--- src/rtl/spm_dump_tx_pkg.sv ---
// Shared definitions for the SPM dump engine and its UART transmitter.
//   - state_e: 3-bit FSM encodings IDLE..FIN
//   - UART_START_BIT / UART_STOP_BIT line levels, BYTE_W byte width
//   - HIGH / LOW levels used for control flags
package spm_dump_tx_pkg;

  typedef enum logic [2:0] {
    ST_IDLE   = 3'd0,
    ST_READ   = 3'd1,
    ST_WAIT   = 3'd2,
    ST_SEND   = 3'd3,
    ST_CHKSUM = 3'd4,
    ST_FIN    = 3'd5
  } state_e;

  localparam logic UART_START_BIT = 1'b0;
  localparam logic UART_STOP_BIT  = 1'b1;
  localparam logic HIGH           = 1'b1;
  localparam logic LOW            = 1'b0;
  localparam int   BYTE_W         = 8;

endpackage

--- src/rtl/uart_tx_core.sv ---
// 8N1 UART transmitter: start bit, 8 data bits LSB first, stop bit, each bit
// CLK_DIV clock cycles long.
// Ports:
//   clk, rst  clock, asynchronous active-high reset (line forced idle high)
//   tx_start  request to send tx_data; taken when tx_busy is low
//   tx_data   byte to send
//   tx_busy   core cannot take a byte this cycle; drops during the last cycle
//             of the stop bit so a waiting byte follows with no idle gap
//   uart_tx   serial line, idle high
module uart_tx_core
  import spm_dump_tx_pkg::*;
#(
  parameter int CLK_DIV = 87
) (
  input  logic              clk,
  input  logic              rst,
  input  logic              tx_start,
  input  logic [BYTE_W-1:0] tx_data,
  output logic              tx_busy,
  output logic              uart_tx
);

  localparam int DIV_W = $clog2(CLK_DIV);

  logic              active_q;
  logic [DIV_W-1:0]  div_q;
  logic [3:0]        bits_left_q;   // bits still to shift out after the current one
  logic [BYTE_W:0]   frame_q;       // remaining data bits plus stop bit
  logic              uart_tx_q;
  logic              frame_end;

  assign frame_end = (div_q == '0) && (bits_left_q == '0);
  assign tx_busy   = active_q & ~frame_end;
  assign uart_tx   = uart_tx_q;

  always_ff @(posedge clk or posedge rst) begin
    if (rst) begin
      active_q    <= LOW;
      div_q       <= '0;
      bits_left_q <= '0;
      frame_q     <= '1;
      uart_tx_q   <= UART_STOP_BIT;
    end else if (tx_start && !tx_busy) begin
      active_q    <= HIGH;
      uart_tx_q   <= UART_START_BIT;
      frame_q     <= {UART_STOP_BIT, tx_data};
      bits_left_q <= 4'd9;
      div_q       <= DIV_W'(CLK_DIV - 1);
    end else if (active_q) begin
      if (div_q != '0) begin
        div_q <= div_q - 1'b1;
      end else if (bits_left_q != '0) begin
        uart_tx_q   <= frame_q[0];
        frame_q     <= {UART_STOP_BIT, frame_q[BYTE_W:1]};
        bits_left_q <= bits_left_q - 1'b1;
        div_q       <= DIV_W'(CLK_DIV - 1);
      end else begin
        active_q <= LOW;   // stop bit finished, line stays high
      end
    end
  end

endmodule

--- src/rtl/spm_dump_tx.sv ---
// Debug readback engine: on a start pulse reads word_cnt words from the SPM
// starting at base_addr (address wraps modulo 2^ADDR_W) and sends each word
// MSB byte first over a UART line.
// Build option: define SPM_DUMP_CHECKSUM_EN to append one byte holding the XOR
// of all data bytes of the run. Without it no trailing byte is sent.
// Ports:
//   clk, rst     clock, asynchronous active-high reset (aborts a run)
//   start        1-cycle pulse, accepted only while busy is low
//   base_addr    first word address, sampled with start
//   word_cnt     number of words, sampled with start (0 = no output)
//   mem_rd_en    SPM read enable, mem_addr read address
//   mem_rd_data  SPM read data, valid one cycle after mem_rd_en
//   uart_tx      serial output, idle high
//   busy         run in progress, done 1-cycle completion pulse
module spm_dump_tx
  import spm_dump_tx_pkg::*;
#(
  parameter int ADDR_W  = 11,
  parameter int DATA_W  = 32,
  parameter int CLK_DIV = 87
) (
  input  logic              clk,
  input  logic              rst,
  input  logic              start,
  input  logic [ADDR_W-1:0] base_addr,
  input  logic [ADDR_W:0]   word_cnt,
  output logic              mem_rd_en,
  output logic [ADDR_W-1:0] mem_addr,
  input  logic [DATA_W-1:0] mem_rd_data,
  output logic              uart_tx,
  output logic              busy,
  output logic              done
);

  localparam int NBYTES = DATA_W / BYTE_W;
  localparam int BC_W   = $clog2(NBYTES + 1);
  localparam logic [ADDR_W:0] ONE_WORD = {{ADDR_W{1'b0}}, 1'b1};

  state_e            state_q;
  logic              busy_q, done_q, mem_rd_en_q;
  logic [ADDR_W-1:0] mem_addr_q;
  logic [ADDR_W-1:0] cur_addr_q;     // next address to read
  logic [ADDR_W:0]   remaining_q;    // words not yet fully handed to the TX core
  logic [DATA_W-1:0] word_q;         // unsent bytes, next byte in the top position
  logic [BC_W-1:0]   bytes_left_q;
`ifdef SPM_DUMP_CHECKSUM_EN
  logic [BYTE_W-1:0] chk_q;
`endif

  logic              tx_start_d;
  logic [BYTE_W-1:0] tx_data_d;
  logic              tx_busy;
  logic              tx_accept;
  logic              word_last;
  logic              word_done;

  // The first byte of a word goes straight from the read data in WAIT, which
  // puts the first start bit 3 cycles after the start pulse.
  always_comb begin
    tx_start_d = LOW;
    tx_data_d  = word_q[DATA_W-1 -: BYTE_W];
    case (state_q)
      ST_WAIT: begin
        tx_start_d = HIGH;
        tx_data_d  = mem_rd_data[DATA_W-1 -: BYTE_W];
      end
      ST_SEND: tx_start_d = HIGH;
`ifdef SPM_DUMP_CHECKSUM_EN
      ST_CHKSUM: begin
        tx_start_d = HIGH;
        tx_data_d  = chk_q;
      end
`endif
      default: ;
    endcase
  end

  assign tx_accept = tx_start_d & ~tx_busy;
  assign word_last = (state_q == ST_SEND) ? (bytes_left_q == BC_W'(1)) : (NBYTES == 1);
  assign word_done = tx_accept & word_last & ((state_q == ST_WAIT) | (state_q == ST_SEND));

  always_ff @(posedge clk or posedge rst) begin
    if (rst) begin
      state_q      <= ST_IDLE;
      busy_q       <= LOW;
      done_q       <= LOW;
      mem_rd_en_q  <= LOW;
      mem_addr_q   <= '0;
      cur_addr_q   <= '0;
      remaining_q  <= '0;
      word_q       <= '0;
      bytes_left_q <= '0;
`ifdef SPM_DUMP_CHECKSUM_EN
      chk_q        <= '0;
`endif
    end else begin
      done_q      <= LOW;
      mem_rd_en_q <= LOW;
`ifdef SPM_DUMP_CHECKSUM_EN
      if (tx_accept && state_q != ST_CHKSUM) chk_q <= chk_q ^ tx_data_d;
`endif
      case (state_q)
        ST_IDLE: if (start) begin
          busy_q      <= HIGH;
          remaining_q <= word_cnt;
`ifdef SPM_DUMP_CHECKSUM_EN
          chk_q       <= '0;
`endif
          if (word_cnt == '0) begin
            state_q <= ST_FIN;
          end else begin
            state_q     <= ST_READ;
            mem_rd_en_q <= HIGH;
            mem_addr_q  <= base_addr;
            cur_addr_q  <= base_addr + 1'b1;
          end
        end
        ST_READ: state_q <= ST_WAIT;
        ST_WAIT: begin
          state_q <= ST_SEND;
          if (tx_accept) begin
            word_q       <= mem_rd_data << BYTE_W;
            bytes_left_q <= BC_W'(NBYTES - 1);
          end else begin
            word_q       <= mem_rd_data;
            bytes_left_q <= BC_W'(NBYTES);
          end
        end
        ST_SEND: if (tx_accept) begin
          word_q       <= word_q << BYTE_W;
          bytes_left_q <= bytes_left_q - 1'b1;
        end
`ifdef SPM_DUMP_CHECKSUM_EN
        ST_CHKSUM: if (tx_accept) state_q <= ST_FIN;
`endif
        // Completion waits until the last frame has left the line.
        ST_FIN: if (!tx_busy) begin
          state_q <= ST_IDLE;
          busy_q  <= LOW;
          done_q  <= HIGH;
        end
        default: state_q <= ST_IDLE;
      endcase
      // Last byte of a word handed over: fetch the next word or wrap up.
      if (word_done) begin
        remaining_q <= remaining_q - 1'b1;
        if (remaining_q != ONE_WORD) begin
          state_q     <= ST_READ;
          mem_rd_en_q <= HIGH;
          mem_addr_q  <= cur_addr_q;
          cur_addr_q  <= cur_addr_q + 1'b1;
        end else begin
`ifdef SPM_DUMP_CHECKSUM_EN
          state_q <= ST_CHKSUM;
`else
          state_q <= ST_FIN;
`endif
        end
      end
    end
  end

  assign mem_rd_en = mem_rd_en_q;
  assign mem_addr  = mem_addr_q;
  assign busy      = busy_q;
  assign done      = done_q;

  uart_tx_core #(
    .CLK_DIV(CLK_DIV)
  ) u_tx (
    .clk     (clk),
    .rst     (rst),
    .tx_start(tx_start_d),
    .tx_data (tx_data_d),
    .tx_busy (tx_busy),
    .uart_tx (uart_tx)
  );

endmodule

--- config.mk ---
export PLATFORM = sky130hd
export DESIGN_NAME = spm_dump_tx
export DESIGN_NICKNAME = d
export VERILOG_FILES = /design/src/rtl/spm_dump_tx_pkg.sv /design/src/rtl/uart_tx_core.sv /design/src/rtl/spm_dump_tx.sv
export SDC_FILE = /design/constraint.sdc
export NUM_CORES = 1
export LEC_CHECK = 0
export CORE_ASPECT_RATIO = 1.25
export CORE_MARGIN = 10
export CORE_UTILIZATION = 40
export DETAILED_ROUTE_END_ITERATION = 8
export GPL_ROUTABILITY_DRIVEN = 0
export MAX_ROUTING_LAYER = met4
export PLACE_DENSITY_LB_ADDON = 0.2
export SLEW_MARGIN = 30
export SYNTH_ARGS = -nofsm -noshare
export SYNTH_HDL_FRONTEND = slang
export SYNTH_SLANG_ARGS = --single-unit
--- constraint.sdc ---
create_clock -name clk -period 6.2 [get_ports clk]
set_input_delay 1.24 -clock clk [delete_from_list [all_inputs] [get_ports clk]]
set_output_delay 1.24 -clock clk [all_outputs]
set_load 0.02 [all_outputs]
==> out/results.tsv <==
stage	metric	value	unit
synth	warnings from Yosys	0	
hold_path	kind of path behind the tightest hold check	flop to flop	
detailed_routing	per-cell routed wire length	17.7	um
status	outcome	complete, no violations	
synth	most area-hungry cell type in the Yosys netlist	sky130_fd_sc_hd__dfrtp_1	
power	reported leakage power	2.57	nW
sta	final hold viol count	0	
synth	nets in the synthesized netlist	619	
detailed_routing	count of antenna-violating nets left after detailed routing	0	
detailed_routing	drt total wl	13800	um
sta	Max Clock Freq	301	MHz
floorplanning	floorplan row count	46	
detailed_routing	length of the first detailed-routing pass in iterations	5	
cts	number of clock sinks seen by CTS	96	
power	Pwr Density	305	mW/mm^2
synth	Avg Synthesized Cell Area	9.53	um^2
sta	final setup margin	2880	ps
floorplanning	Die X-Extent	123	um
detailed_routing	vias post-DR	4583	
finish	summed area of non-filler cells in the final layout	0.00639	mm^2
worst_setup_path	critical path startpoint category	input pin	
synth	share of the synthesized area in the top cell type	0.414	
synth	Primary FF master, synth	sky130_fd_sc_hd__dfrtp_1	
synth	number of flops mapped to enable cells by yosys	0	
cts	buffer depth of the longest clock path	2	
cts	number of buffers created by CTS	9	
floorplanning	total die area	0.0182	mm^2
synth	post-synthesis cell area	0.00526	mm^2
synth	fraction of registers with async set or reset after synthesis	1.00	
cts	postcts setup bufs	0	
sta	Fin Clk Skew	6.63	ps
place	post-place instance area	0.00611	mm^2
cts	number of buffers added to fix hold violations after cts	0	
finish	layout-stage area growth over the synthesis result	21.5	%
worst_setup_path	Worst EP arrival	3540	ps
finish	Layout Nets	672	
grt	pin count of the biggest net entering global routing	56	
finish	share of post-route cells with drive strength above 1	0.0820	
sta	Tightest Pin Transition	951	ps
sta	Final setup viols	0	
sta	max-slew violation count	0	
cts	count of cells resized by post-cts repair	0	
worst_setup_path	classification of the worst setup path	input pin to flop	
synth	most frequent cell after synthesis	sky130_fd_sc_hd__dfrtp_1	
grt	wire length of the first global-routing pass	22800	um
place	post-placement worst setup slack	2550	ps
synth	Area contributors post-synth	sky130_fd_sc_hd__dfrtp_1 41%, sky130_fd_sc_hd__o21ai_0 5.3%, sky130_fd_sc_hd__dfstp_2 4.5%, sky130_fd_sc_hd__mux2i_1 3.6%, sky130_fd_sc_hd__a22oi_1 3.6%	
cts	depth of the CTS H-tree	3	
job	number of max-cap violations	0	
finish	area taken by multi-input logic gates	0.00261	mm^2
worst_setup_path	required time worst endpoint	6420	ps
place	number of input and output port buffers inserted	72	
synth	Post-Syn Instances	552	
detailed_routing	number of design rule violations left after detail routing	0	
detailed_routing	number of violations reported at the end of detailed-routing iteration 0	301	
grt	Overall Global Routing Usage	0.156	
finish	core occupancy in the finished layout	0.500	
cts	clk_lat worst skew	340	ps
worst_setup_path	kind of end point of the critical path	flop	
sta	unrepaired setup endpoints after global routing	false	
floorplanning	Top-Level Pins	73	
grt	initial antenna violation count	0	
worst_setup_path	largest fanout of any net on the critical path	14	
sta	Final Critical Period	3320	ps
grt	via count of the first global-routing pass	4640	
floorplanning	starting density of the core	0.412	
finish	number of antenna cells inserted	0	
grt	aggregate global routing overflow	0	
detailed_routing	via density per instance	5.89	
sta	setup_tns	0	ps
cts	CTS clock-pin slew for the worst setup and hold paths	60	ps
sta	portion of the clock cycle consumed by the worst path in the final layout	0.536	
synth	sequential fraction of the synthesis area	0.459	
synth	number of unique standard cell types used by synthesis	63	
cts	CTS root buffer	sky130_fd_sc_hd__clkbuf_16	
finish	Storage cell area	0.00241	mm^2
sta	max_slew headroom	0.360	
finish	Filler Cells Inserted	1207	
synth	flip-flop and latch count after synthesis	96	
floorplanning	die outline height	148	um
cts	CTS tree	done	
place	detailed placer's ending HPWL	9490	um
floorplanning	Std-Cell Core Area	0.0128	mm^2
power	worst vdd ir	0.148	mV
synth	cell types with the highest counts after synthesis	87 x sky130_fd_sc_hd__dfrtp_1, 56 x sky130_fd_sc_hd__o21ai_0, 47 x sky130_fd_sc_hd__nand2_1, 27 x sky130_fd_sc_hd__a31oi_1, 26 x sky130_fd_sc_hd__nor2_1	
## registers in the layout, summed over array words and instances (netlist names)
signal            cells
busy                  1
bytes_left_q          3
cur_addr_q           11
done                  1
mem_addr             11
mem_rd_en             1
remaining_q          12
state_q               3
u_tx.active_q         1
u_tx.bits_left_q      4
u_tx.div_q            7
u_tx.frame_q          8
u_tx.uart_tx          1
word_q               32
## through the flow
step,instances,hold slack [ps],power [W]
finish,778,492,0.00195
global route,778,512,0.00208
CTS,778,497,0.00197
detailed placement,762,486,0.00142
global placement,761,480,0.00140
floorplan,552,463,0.00125
## power by group
group	leakage (nW)	internal (W)	switching, W	total [W]
combinational	1.29	0.000251	0.000227	0.000477
clock	0.145	0.000303	0.000236	0.000540
sequential	1.13	0.000809	0.000124	0.000932
total	2.57	0.00136	0.000587	0.00195
## logic make-up after synthesis
logic type	Yosys count	synth area share
fa+ha+maj	9	0.0214
simple gates	176	0.179
buf+inv	58	0.0511
compound gates	181	0.233
mux	19	0.0361
xor+xnor	13	0.0216
flops	96	0.459
## worst max-delay path: stages
cell	delay, ps
sky130_fd_sc_hd__clkdlybuf4s50_1	420
sky130_fd_sc_hd__nor4_1	830
sky130_fd_sc_hd__a31oi_4	390
sky130_fd_sc_hd__a31oi_4	350
sky130_fd_sc_hd__clkinv_4	120
sky130_fd_sc_hd__o21ai_0	90
sky130_fd_sc_hd__a21oi_1	100
## cells in the final DEF (no fill, tap or decap), types with 12 or more instances in the layout
cell,count
sky130_fd_sc_hd__a21oi_1,17
sky130_fd_sc_hd__nor2_1,26
sky130_fd_sc_hd__o21ai_0,55
sky130_fd_sc_hd__clkdlybuf4s50_1,72
sky130_fd_sc_hd__and2_1,25
sky130_fd_sc_hd__dfrtp_1,87
sky130_fd_sc_hd__o211ai_1,12
sky130_fd_sc_hd__a22oi_1,25
sky130_fd_sc_hd__nand2_1,47
sky130_fd_sc_hd__a31oi_1,27
sky130_fd_sc_hd__inv_1,19
sky130_fd_sc_hd__nand3_1,19
sky130_fd_sc_hd__mux2i_1,19
## metal layers
layer | global-route usage | vias up | share of wire
li1 | - | 2158 | -
met1 | 0.189 | 2290 | 0.44
met2 | 0.255 | 110 | 0.50
met3 | 0.0261 | 25 | 0.036
met4 | 0.0549 | 0 | 0.021
met5 | - | - | 0
## final timing paths
path	end	startpoint	cells past startpoint	slack (ps)
setup / recovery	cur_addr_q[6]	word_cnt[0]	7	2880
hold / removal	u_tx.frame_q[0]	u_tx.frame_q[0]	2	490
setup reg to reg	cur_addr_q[7]	u_tx.div_q[0]	7	2980
hold reg to reg	u_tx.frame_q[0]	u_tx.frame_q[0]	2	490
max in group asynchronous	word_q[19]	rst	3	3710
min in group asynchronous	mem_addr[5]	rst	2	1320
## area by class of cell
type	instances	share of cell area
multi-input combinational	398	0.408
clock inverter	3	0.00235
inverter	22	0.0139
clock buffer	13	0.0423
sequential	96	0.377
tap	168	0.0329
timing repair buffer	78	0.123
Note: power is estimated with default switching activity, not from simulation.
